## src/rtl/wb_pkg.sv

```systemverilog
// Shared types and constants for the register-file write-port driver.
package wb_pkg;

    localparam int             NREG     = 32;
    localparam int             REG_W    = 5;
    localparam int             DATA_W   = 32;
    localparam logic [REG_W-1:0] REG_ZERO = 5'd0;

    // One pending register-file write: destination and value.
    typedef struct packed {
        logic [REG_W-1:0]  rd;
        logic [DATA_W-1:0] data;
    } wb_req_t;

endpackage

```

## src/rtl/wb_fifo.sv

```systemverilog
// Slow-path result buffer: DEPTH-entry circular FIFO of wb_req_t.
// Push is ignored when full and pop is ignored when empty.
module wb_fifo
    import wb_pkg::*;
#(
    parameter int DEPTH = 4
) (
    input  logic    clk,
    input  logic    reset,
    input  logic    push,
    input  wb_req_t push_req,
    input  logic    pop,
    output wb_req_t head,
    output logic    full,
    output logic    empty
);

    localparam int AW = $clog2(DEPTH);

    logic [AW-1:0] wr_ptr_q, wr_ptr_d;
    logic [AW-1:0] rd_ptr_q, rd_ptr_d;
    logic [AW:0]   count_q, count_d;
    wb_req_t       mem_q [DEPTH];
    wb_req_t       mem_d [DEPTH];
    logic          do_push, do_pop;

    assign full  = (count_q == (AW+1)'(DEPTH));
    assign empty = (count_q == '0);
    assign head  = mem_q[rd_ptr_q];

    // Next-state for storage, pointers (wrap modulo DEPTH) and occupancy.
    always_comb begin
        do_push  = push & ~full;
        do_pop   = pop & ~empty;
        mem_d    = mem_q;
        wr_ptr_d = wr_ptr_q;
        rd_ptr_d = rd_ptr_q;
        count_d  = count_q;
        if (do_push) begin
            mem_d[wr_ptr_q] = push_req;
            wr_ptr_d        = wr_ptr_q + AW'(1);
        end
        if (do_pop) begin
            rd_ptr_d = rd_ptr_q + AW'(1);
        end
        case ({do_push, do_pop})
            2'b10:   count_d = count_q + (AW+1)'(1);
            2'b01:   count_d = count_q - (AW+1)'(1);
            default: count_d = count_q;
        endcase
    end

    // State registers; reset discards all buffered entries.
    always_ff @(posedge clk) begin
        if (reset) begin
            wr_ptr_q <= '0;
            rd_ptr_q <= '0;
            count_q  <= '0;
            for (int i = 0; i < DEPTH; i++) mem_q[i] <= '0;
        end else begin
            wr_ptr_q <= wr_ptr_d;
            rd_ptr_q <= rd_ptr_d;
            count_q  <= count_d;
            mem_q    <= mem_d;
        end
    end

endmodule

```

## src/rtl/wb_port.sv

```systemverilog
// Register-file write-port driver: merges the ALU result path and the
// buffered slow (load/mul/div) path onto one registered write port,
// with starvation-bounded arbitration and a pending-destination scoreboard.
module wb_port
    import wb_pkg::*;
#(
    parameter int DEPTH  = 4,
    parameter int STARVE = 3
) (
    input  logic        clk,
    input  logic        reset,
    input  logic        alu_valid,
    output logic        alu_ready,
    input  logic [4:0]  alu_rd,
    input  logic [31:0] alu_data,
    input  logic        mem_valid,
    output logic        mem_ready,
    input  logic [4:0]  mem_rd,
    input  logic [31:0] mem_data,
    input  logic        iss_valid,
    input  logic [4:0]  iss_rd,
    input  logic [4:0]  q_ra,
    input  logic [4:0]  q_rb,
    output logic        q_busy,
    output logic        RegWrite,
    output logic [4:0]  rc,
    output logic [31:0] dc
);

    localparam int SW = $clog2(STARVE + 1);
    localparam logic [SW-1:0] STARVE_MAX = SW'(STARVE);

    wb_req_t fifo_head, mem_req;
    logic    fifo_full, fifo_empty;
    logic    force_fifo, grant_fifo, grant_alu;

    logic [SW-1:0]     starve_q, starve_d;
    logic [NREG-1:0]   pend_q, pend_d;
    logic              regwrite_q, regwrite_d;
    logic [REG_W-1:0]  rc_q, rc_d;
    logic [DATA_W-1:0] dc_q, dc_d;

    assign mem_req = '{rd: mem_rd, data: mem_data};

    wb_fifo #(.DEPTH(DEPTH)) u_fifo (
        .clk      (clk),
        .reset    (reset),
        .push     (mem_valid),
        .push_req (mem_req),
        .pop      (grant_fifo),
        .head     (fifo_head),
        .full     (fifo_full),
        .empty    (fifo_empty)
    );

    // Arbitration: ALU by default, FIFO when ALU idle or after STARVE losses.
    always_comb begin
        force_fifo = ~fifo_empty & (starve_q == STARVE_MAX);
        grant_fifo = ~fifo_empty & (~alu_valid | force_fifo);
        grant_alu  = alu_valid & ~force_fifo;
    end

    assign alu_ready = ~force_fifo;
    assign mem_ready = ~fifo_full;
    assign q_busy    = pend_q[q_ra] | pend_q[q_rb];
    assign RegWrite  = regwrite_q;
    assign rc        = rc_q;
    assign dc        = dc_q;

    // Starve counter, scoreboard and write-port next state.
    always_comb begin
        starve_d = starve_q;
        if (fifo_empty || grant_fifo) begin
            starve_d = '0;
        end else if (starve_q != STARVE_MAX) begin
            starve_d = starve_q + SW'(1);
        end

        // Clear on the slow-path grant first so a same-cycle issue wins.
        pend_d = pend_q;
        if (grant_fifo) pend_d[fifo_head.rd] = 1'b0;
        if (iss_valid)  pend_d[iss_rd]       = 1'b1;
        pend_d[REG_ZERO] = 1'b0;

        // rd=0 grants are consumed but never strobe the register file.
        regwrite_d = 1'b0;
        rc_d       = rc_q;
        dc_d       = dc_q;
        if (grant_fifo) begin
            regwrite_d = (fifo_head.rd != REG_ZERO);
            rc_d       = fifo_head.rd;
            dc_d       = fifo_head.data;
        end else if (grant_alu) begin
            regwrite_d = (alu_rd != REG_ZERO);
            rc_d       = alu_rd;
            dc_d       = alu_data;
        end
    end

    // State registers with synchronous reset.
    always_ff @(posedge clk) begin
        if (reset) begin
            starve_q   <= '0;
            pend_q     <= '0;
            regwrite_q <= 1'b0;
            rc_q       <= '0;
            dc_q       <= '0;
        end else begin
            starve_q   <= starve_d;
            pend_q     <= pend_d;
            regwrite_q <= regwrite_d;
            rc_q       <= rc_d;
            dc_q       <= dc_d;
        end
    end

endmodule

```

## config.mk

```make
export PLATFORM = sky130hd
export DESIGN_NAME = wb_port
export DESIGN_NICKNAME = d
export VERILOG_FILES = /design/src/rtl/wb_pkg.sv /design/src/rtl/wb_fifo.sv /design/src/rtl/wb_port.sv
export SDC_FILE = /design/constraint.sdc
export NUM_CORES = 1
export LEC_CHECK = 0
export ABC_AREA = 1
export BUFFER_PORTS_ARGS = -buffer_cell sky130_fd_sc_hd__buf_2
export CAP_MARGIN = 40
export CORE_ASPECT_RATIO = 1.1
export CORE_UTILIZATION = 55
export DETAILED_ROUTE_END_ITERATION = 6
export PLACE_DENSITY = 0.86
export SLEW_MARGIN = 20
export SYNTH_ARGS = -nofsm -noshare
export SYNTH_HDL_FRONTEND = slang
export SYNTH_SLANG_ARGS = --single-unit
```

## constraint.sdc

```tcl
create_clock -name clk -period 2.5 [get_ports clk]
set_input_delay 0 -clock clk [delete_from_list [all_inputs] [get_ports clk]]
set_output_delay 0 -clock clk [all_outputs]
set_load 0.01 [all_outputs]
```

==> flow_summary.rst, run 1 <==
.. list-table::
   :header-rows: 1

   * - Metric
     - Value
   * - Area inside the core boundary
     - 19200 um^2
   * - Final critical-path required period
     - 2290 ps
   * - Total negative slack
     - 0 ps
   * - 1st-pass router iterations
     - 6
   * - Slew Viols, Final
     - 0
   * - Combined flip-flop and latch cell area
     - 4530 um^2
   * - Initial antenna violation count
     - 1
   * - Pin count of the biggest net entering global routing
     - 85
   * - Seq/Total Area, Yosys
     - a little over two fifths
   * - Slew headroom
     - 44.2%
   * - Footprint of the multi-input gates
     - 5400 um^2
   * - Syn. warnings
     - 0
   * - Drt via density
     - 5.98
   * - Initial Utilization
     - a little under three fifths
   * - Worst Clk Skew
     - 21.5 ps
   * - Final setup viols
     - 0
   * - Netlist area before placement
     - approximately 11000 um^2
   * - Relative area change from synthesis to final layout
     - 21.7%
   * - Number of instances in the placed design
     - 1875
   * - Cell row count
     - 53
   * - Gr usage total
     - between 30% and 40%
   * - Endpoint class of the critical path
     - flip-flop
   * - Total power per unit cell area
     - 895 nW/um^2
   * - Result of the run
     - finished clean
   * - Post-detailed-placement half-perimeter wirelength
     - 20.4 mm
   * - Largest area contributor in the netlist
     - sky130_fd_sc_hd__dfxtp_1
   * - Category of the most critical setup path
     - reg2reg
   * - Average routed wire per standard cell
     - 17.5 um
   * - Number of synthesized register bits
     - 226
   * - Arrival time of data at the critical path endpoint
     - approximately 2800 ps
   * - Post-synthesis cell count
     - 1587
   * - Clock Tree Root
     - sky130_fd_sc_hd__clkbuf_16
   * - Proportion of layout cells with a drive suffix above 1
     - 13.8%
   * - Remaining antenna violation count after routing
     - 0
   * - IO Count
     - 135
   * - Synthesized Nets
     - 1688
   * - Chip Height
     - 149 um
   * - Number of buffers on the longest clock path
     - 3
   * - Total length of routed wires
     - 35.2 mm
   * - Buffers inserted during post-CTS setup optimization
     - 0
   * - Maximum clock rate
     - 437 MHz
   * - Net count reported at finish
     - around 1.8k
   * - Fill cell count
     - between 1k and 1.5k
   * - Clock Latency Late Sink
     - 520 ps
   * - Global route total overflow
     - 0
   * - Non-filler instance count after layout
     - 2012
   * - Number of DRC markers after the initial detailed-route iteration
     - between 1k and 1.5k
   * - Reg clk slew, reported paths
     - 60 ps
   * - Leading cell types by count after synthesis
     - sky130_fd_sc_hd__nand2_1 (444), sky130_fd_sc_hd__nand3_1 (258), sky130_fd_sc_hd__dfxtp_1 (226)
   * - CP required
     - 2960 ps
   * - Vias in the first global route
     - 11.3k
   * - Maximum fanout count along the critical path
     - 70
   * - Global-route wire length before repair
     - 55.3 mm
   * - Count of maximum capacitance violations
     - 0
   * - Number of distinct library cell variants in the gate-level netlist after synthesis
     - 34
   * - Post-synthesis area per instance
     - 6.83 um^2
   * - Most instantiated flip-flop cell in the synthesis netlist
     - sky130_fd_sc_hd__dfxtp_1
   * - Setup repair after global routing missed its margin
     - false
   * - Die X
     - approximately 140 um
   * - Clock tree from TritonCTS
     - yes
   * - Hold Fails Final Rpt
     - 0
   * - CTS Buf Count
     - 24
   * - Number of H-tree levels
     - 1
   * - Leakage power of the design
     - 5.45 nW
   * - Number of port buffers
     - 134
   * - Final worst-path cycle share
     - 91.6%
   * - Share of the synthesized area in the top cell type
     - 41.7%
   * - Residual DRC count
     - 0
   * - Smallest setup slack after layout
     - 211 ps
   * - Most numerous cell in the Yosys netlist
     - sky130_fd_sc_hd__nand2_1
   * - Number of enable flip-flop cells after synthesis
     - 0
   * - Total via count after detailed routing
     - 12.0k
   * - Pre-CTS worst setup slack
     - 534 ps
   * - Hold/Removal Path Class
     - in2reg
   * - Element type at the critical path start
     - flip-flop
   * - Fraction of synthesis flops using an asynchronous set or reset pin
     - 0%
   * - Largest cells by area after synthesis
     - sky130_fd_sc_hd__dfxtp_1 (42%), sky130_fd_sc_hd__nand2_1 (15%), sky130_fd_sc_hd__nand3_1 (12%)
   * - VDD IR-drop max
     - 0.607 mV
   * - Pin slew with the least headroom to its limit
     - approximately 830 ps
   * - Area of the die
     - 20300 um^2
   * - Final Wtd Congestion
     - 0.939
   * - Total number of clock tree sinks
     - about 230
## critical path: stages (launching register included)
cell	delay, ps
sky130_fd_sc_hd__dfxtp_1	440
sky130_fd_sc_hd__nor2_4	90
sky130_fd_sc_hd__nand2_2	100
sky130_fd_sc_hd__nand2_4	80
sky130_fd_sc_hd__clkinv_2	150
sky130_fd_sc_hd__buf_6	440
sky130_fd_sc_hd__nand3_1	150
sky130_fd_sc_hd__a21oi_1	180
sky130_fd_sc_hd__dlygate4sd3_1	570
## cells in the final DEF (no fill, tap or decap), drive strengths merged
| master | netlist | final |
|---|---|---|
| o41ai | 1 | 1 |
| nand3 | 258 | 258 |
| a22oi | 1 | 1 |
| inv | 84 | 83 |
| diode | 0 | 2 |
| a21o | 3 | 3 |
| bufinv | 0 | 2 |
| o21ai | 86 | 86 |
| a31oi | 3 | 3 |
| o22ai | 28 | 28 |
| nand3b | 1 | 1 |
| clkinv | 1 | 3 |
| dlygate4sd3 | 0 | 92 |
| xor2 | 2 | 2 |
| clkinvlp | 0 | 2 |
| or2 | 29 | 29 |
| buf | 76 | 160 |
| nor2 | 79 | 79 |
| o21a | 1 | 1 |
| fa | 1 | 1 |
| clkbuf | 42 | 37 |
| ha | 6 | 6 |
| nand2 | 451 | 451 |
| dfxtp | 226 | 226 |
| o211ai | 10 | 10 |
| a21oi | 189 | 189 |
| nor3 | 9 | 9 |
## report_power, final
group	internal (W)	switching, W
sequential	0.00405	0.000280
clock	0.00215	0.00144
combinational	0.00132	0.00257
total	0.00752	0.00429
## worst paths after layout
check / endpoint / from / slack (ps) / depth (start not counted)
hold reg to reg: u_fifo.mem_q[3] / u_fifo.mem_q[3] / 450 / 2
setup reg to reg: u_fifo.mem_q[99] / u_fifo.count_q[0] / 210 / 8
setup / recovery: u_fifo.mem_q[99] / u_fifo.count_q[0] / 210 / 8
hold / removal: u_fifo.mem_q[130] / mem_data[19] / 330 / 4
## sequential cells by signal (all words and copies together) (netlist names)
| signal | cells |
|---|---|
| u_fifo.count_q | 3 |
| rc | 5 |
| RegWrite | 1 |
| pend_q | 31 |
| u_fifo.mem_q | 148 |
| dc | 32 |
| u_fifo.wr_ptr_q | 2 |
| starve_q | 2 |
| u_fifo.rd_ptr_q | 2 |
## area by class of cell
class                           count  share of cell area, %
Antenna cell                        2                 0.0379
Clock buffer                       37                   5.39
Clock inverter                      5                  0.607
Inverter                           85                   2.45
Multi-Input combinational cell   1158                   41.0
Sequential cell                   226                   34.3
Tap cell                          247                   2.34
Timing Repair Buffer              252                   13.9
## kinds of logic (layout without fill, tap and decap cells)
logic type               Yosys count  count (layout)  share of synthesized area, %
AND/OR/NAND/NOR                  827             827                          33.1
other                              0               2                             0
buffers and inverters            203             379                          8.48
AO/OA/AOI/OAI                    322             322                          15.6
XOR/XNOR                           2               2                         0.162
flip-flops                       226             226                          41.7
adder cells (fa/ha/maj)            7               7                         0.877
## per-stage QoR
stage | power [W] | hold WS [ps] | util [%] | instance area [um^2]
floorplan | 0.00690 | 158 | - | 10800
finish | 0.0118 | 332 | 68.6 | 13200
detailed placement | 0.00795 | 301 | 59.5 | 11400
global placement | 0.00785 | 297 | 59.5 | 11400
global route | 0.0123 | 341 | 68.6 | 13200
CTS | 0.0116 | 331 | 68.4 | 13200
## repair_timing
action | 4_1_cts | 5_1_grt
gates resized for setup | 0 | 1
setup endpoints to repair | 0 | 2
endpoints found under the hold margin | 221 | 0
hold buffers | 92 | 0
## layer usage
metal,vias to the layer above,routed length [um],GRT usage [%]
met2,756,16900,56.7
met4,0,2300,23.6
met1,5527,12800,39.4
li1,5569,-,-
met3,180,3250,6.29
met5,-,0,0
Note: power is estimated with default switching activity, not from simulation.
==> inputs of run 2 (changes only) <==
--- a/config.mk
+++ b/config.mk
@@ -11,6 +11,7 @@
 export CORE_ASPECT_RATIO = 1.1
 export CORE_UTILIZATION = 55
 export DETAILED_ROUTE_END_ITERATION = 6
+export GPL_TIMING_DRIVEN = 0
 export PLACE_DENSITY = 0.86
 export SLEW_MARGIN = 20
 export SYNTH_ARGS = -nofsm -noshare
==> run 2 against run 1 <==
Clock skew decreased by 5.2 ps. Largest power group unchanged. Register-to-register slack improved by 80 ps. Clock power decreased by 5%. Non-clock buffer count increased by 85. Critical path depth increased by 2. Die area unchanged. Cell area increased by 1.8%. First-iteration DRC count increased by 12%. Clock-buffer cell count decreased by 3. Sequential share of layout area decreased by 0.62 points. Flip-flop and latch count unchanged. Critical endpoint is now u_fifo.count_q[2].
==> flow_summary.rst, run 2 (same netlist as run 1, synthesis figures left out) <==
.. list-table::
   :header-rows: 1

   * - Metric
     - Value
   * - Hold path startpoint
     - iss_valid (was mem_data[19])
   * - Worst reg2reg endpoint
     - u_fifo.count_q[2] (was u_fifo.mem_q[99])
   * - Arrival time of data at the critical path endpoint
     - 2670 ps (was 2750 ps)
   * - Leakage power of the design
     - 5.59 nW (was 5.45 nW)
   * - Chip Height
     - 149 um (unchanged)
   * - Cell row count
     - 53 (unchanged)
   * - Total number of clock tree sinks
     - 226 (unchanged)
   * - 1st-pass router iterations
     - 6 (unchanged)
   * - Hold Fails Final Rpt
     - 0 (unchanged)
   * - Reg clk slew, reported paths
     - 70 ps (was 60 ps)
   * - Die X
     - 136 um (unchanged)
   * - Clock tree from TritonCTS
     - yes (unchanged)
   * - Global-route wire length before repair
     - 61.4 mm (was 55.3 mm)
   * - Number of buffers on the longest clock path
     - 3 (unchanged)
   * - Number of cells traversed by the worst hold path
     - 5 (was 4)
   * - Category of the most critical setup path
     - reg2reg (unchanged)
   * - Post-detailed-placement half-perimeter wirelength
     - 25.9 mm (was 20.4 mm)
   * - Global route total overflow
     - 0 (unchanged)
   * - Number of port buffers
     - 130 (was 134)
   * - Most frequent standard cell in the layout excluding fill and tap cells
     - sky130_fd_sc_hd__nand2_1 (unchanged)
   * - Slew Viols, Final
     - 0 (unchanged)
   * - Pin slew with the least headroom to its limit
     - 854 ps (was 833 ps)
   * - Setup repair after global routing missed its margin
     - false (unchanged)
   * - Element type at the critical path start
     - flip-flop (unchanged)
   * - Total via count after detailed routing
     - 12.4k (was 12.0k)
   * - VDD IR-drop max
     - 0.649 mV (was 0.607 mV)
   * - Maximum fanout count along the critical path
     - 19 (was 70)
   * - Average routed wire per standard cell
     - 18.5 um (was 17.5 um)
   * - Non-filler instance count after layout
     - 2092 (was 2012)
   * - Number of H-tree levels
     - 1 (unchanged)
   * - Count of maximum capacitance violations
     - 0 (unchanged)
   * - Relative area change from synthesis to final layout
     - 23.9% (was 21.7%)
   * - Final worst-path cycle share
     - 88.4% (was 91.6%)
   * - Vias in the first global route
     - 12.1k (was 11.3k)
   * - Hold/Removal Path Class
     - in2reg (unchanged)
   * - Worst hold slack across all endpoints
     - 12.4 ps (was 332 ps)
   * - Area of the die
     - 20300 um^2 (unchanged)
   * - CP required
     - 2960 ps (about the same)
   * - Worst Hold Path EP
     - pend_q[9] (was u_fifo.mem_q[130])
   * - Area post-placement
     - 11800 um^2 (was 11400 um^2)
   * - Final Wtd Congestion
     - 0.963 (was 0.939)
   * - IO Count
     - 135 (unchanged)
   * - Total power per unit cell area
     - 891 nW/um^2 (was 895 nW/um^2)
   * - Post-layout instance area
     - 13400 um^2 (was 13200 um^2)
   * - Final setup viols
     - 0 (unchanged)
   * - Pin count of the biggest net entering global routing
     - 14 (was 85)
   * - Final critical-path required period
     - 2210 ps (was 2290 ps)
   * - Smallest setup slack after layout
     - 291 ps (was 211 ps)
   * - Total length of routed wires
     - 38.6 mm (was 35.2 mm)
   * - Initial antenna violation count
     - 0 (was 1)
   * - Proportion of layout cells with a drive suffix above 1
     - 15.2% (was 13.8%)
   * - Pre-CTS worst setup slack
     - 128 ps (was 534 ps)
   * - Number of DRC markers after the initial detailed-route iteration
     - 1468 (was 1314)
   * - Clock Latency Late Sink
     - 530 ps (was 520 ps)
   * - Leading cell types in the layout, fill and taps excluded
     - sky130_fd_sc_hd__nand2_1 (444), sky130_fd_sc_hd__nand3_1 (258), sky130_fd_sc_hd__dfxtp_1 (226) (was sky130_fd_sc_hd__nand2_1 (444), sky130_fd_sc_hd__nand3_1 (257), sky130_fd_sc_hd__dfxtp_1 (225))
   * - Total negative slack
     - 0 ps (unchanged)
   * - Largest Register
     - u_fifo.mem_q (unchanged)
   * - CTS Buf Count
     - 23 (was 24)
   * - Reg-to-reg setup timing slack
     - 290 ps (was 210 ps)
   * - Number of instances in the placed design
     - 1965 (was 1875)
   * - Result of the run
     - finished clean (unchanged)
   * - Worst flop-to-flop path startpoint
     - starve_q[0] (was u_fifo.count_q[0])
   * - Net count reported at finish
     - 1932 (was 1848)
   * - Slew headroom
     - 43.1% (was 44.2%)
   * - Area inside the core boundary
     - 19200 um^2 (unchanged)
   * - Remaining antenna violation count after routing
     - 0 (unchanged)
   * - Fill cell count
     - 1523 (was 1497)
   * - Endpoint class of the critical path
     - flip-flop (unchanged)
   * - Number of flip-flops under the largest register name
     - 148 (unchanged)
   * - Antenna cell count
     - 0 (was 2)
   * - Initial Utilization
     - 56.4% (unchanged)
   * - Drt via density
     - 5.92 (was 5.98)
   * - Worst Clk Skew
     - 16.3 ps (was 21.5 ps)
   * - Worst reg2reg path depth
     - 10 (was 8)
   * - Maximum clock rate
     - 453 MHz (was 437 MHz)
   * - Clock Tree Root
     - sky130_fd_sc_hd__clkbuf_16 (unchanged)
   * - Gr usage total
     - 38.7% (was 34.0%)
   * - Residual DRC count
     - 0 (unchanged)
[run 2: changes by cell type in the layout (fill, tap and decap cells not counted), sizes merged]
cell         delta
dlygate4sd3     -3
clkinv          +1
inv             +2
clkbuf         +39
buf            +46
clkinvlp        -1
bufinv          -2
diode           -2
[run 2: through the flow]
| step | utilization [%] | total power [W] |
|---|---|---|
| after floorplan | - | 0.00690 |
| after global placement | 61.4 | 0.00815 |
| after detailed placement | 61.4 | 0.00825 |
| after CTS | 69.9 | 0.0117 |
| after global routing | 69.9 | 0.0125 |
| final | 69.9 | 0.0120 |
[run 2: layer usage]
| layer | vias up | track usage [%] | part of all wire (%) | routed length [um] |
|---|---|---|---|---|
| met5 | - | 0 | 0 | 0 |
| met4 | 0 | 29.8 | 7.4 | 2850 |
| met3 | 210 | 8.09 | 11 | 4200 |
| met2 | 823 | 63.2 | 46 | 17800 |
| met1 | 5611 | 44.2 | 36 | 13800 |
| li1 | 5733 | - | - | - |
[run 2: report_power, final]
| part | internal [W] | switching, W |
|---|---|---|
| combinational | 0.00143 | 0.00281 |
| sequential | 0.00404 | 0.000266 |
| clock | 0.00195 | 0.00146 |
| total | 0.00743 | 0.00454 |
[run 2: worst max-delay path, cell delays in order, from the launching register on]
cell and delay (ps):
sky130_fd_sc_hd__dfxtp_1 320, sky130_fd_sc_hd__ha_1 240, sky130_fd_sc_hd__inv_1 100, sky130_fd_sc_hd__a22oi_2 90
sky130_fd_sc_hd__buf_4 240, sky130_fd_sc_hd__ha_2 240, sky130_fd_sc_hd__fa_1 390, sky130_fd_sc_hd__a21oi_1 160
sky130_fd_sc_hd__o21a_1 150, sky130_fd_sc_hd__o21ai_0 80, sky130_fd_sc_hd__a21oi_1 140
[run 2: how the worst max path moves through the flow]
stage                      from           endpoint  slack (ps)  cells past startpoint
CTS                 starve_q[0]  u_fifo.count_q[2]          90                     11
finish              starve_q[0]  u_fifo.count_q[2]         290                     10
floorplan           starve_q[0]  u_fifo.count_q[2]         370                     11
global route        starve_q[0]  u_fifo.count_q[2]         120                     10
detailed placement  starve_q[0]  u_fifo.count_q[2]         130                     11
global placement    starve_q[0]  u_fifo.count_q[2]         210                     11
[run 2: area by class of cell]
type                       instances  area (um^2)  share of cell area (%)
tap                              247          309                    2.30
multi-input combinational       1158         5400                    40.2
clock inverter                     5         31.3                   0.233
clock buffer                      34          707                    5.26
timing repair buffer             220         1550                    11.5
buffer                           117          593                    4.41
inverter                          85          322                    2.39
sequential                       226         4520                    33.7
[run 2: repair_timing]
item	CTS	global route
setup buffers	0	0
gates resized for setup	0	1
hold buffers	89	0
endpoints found under the setup margin	0	2
hold endpoints to repair	218	0
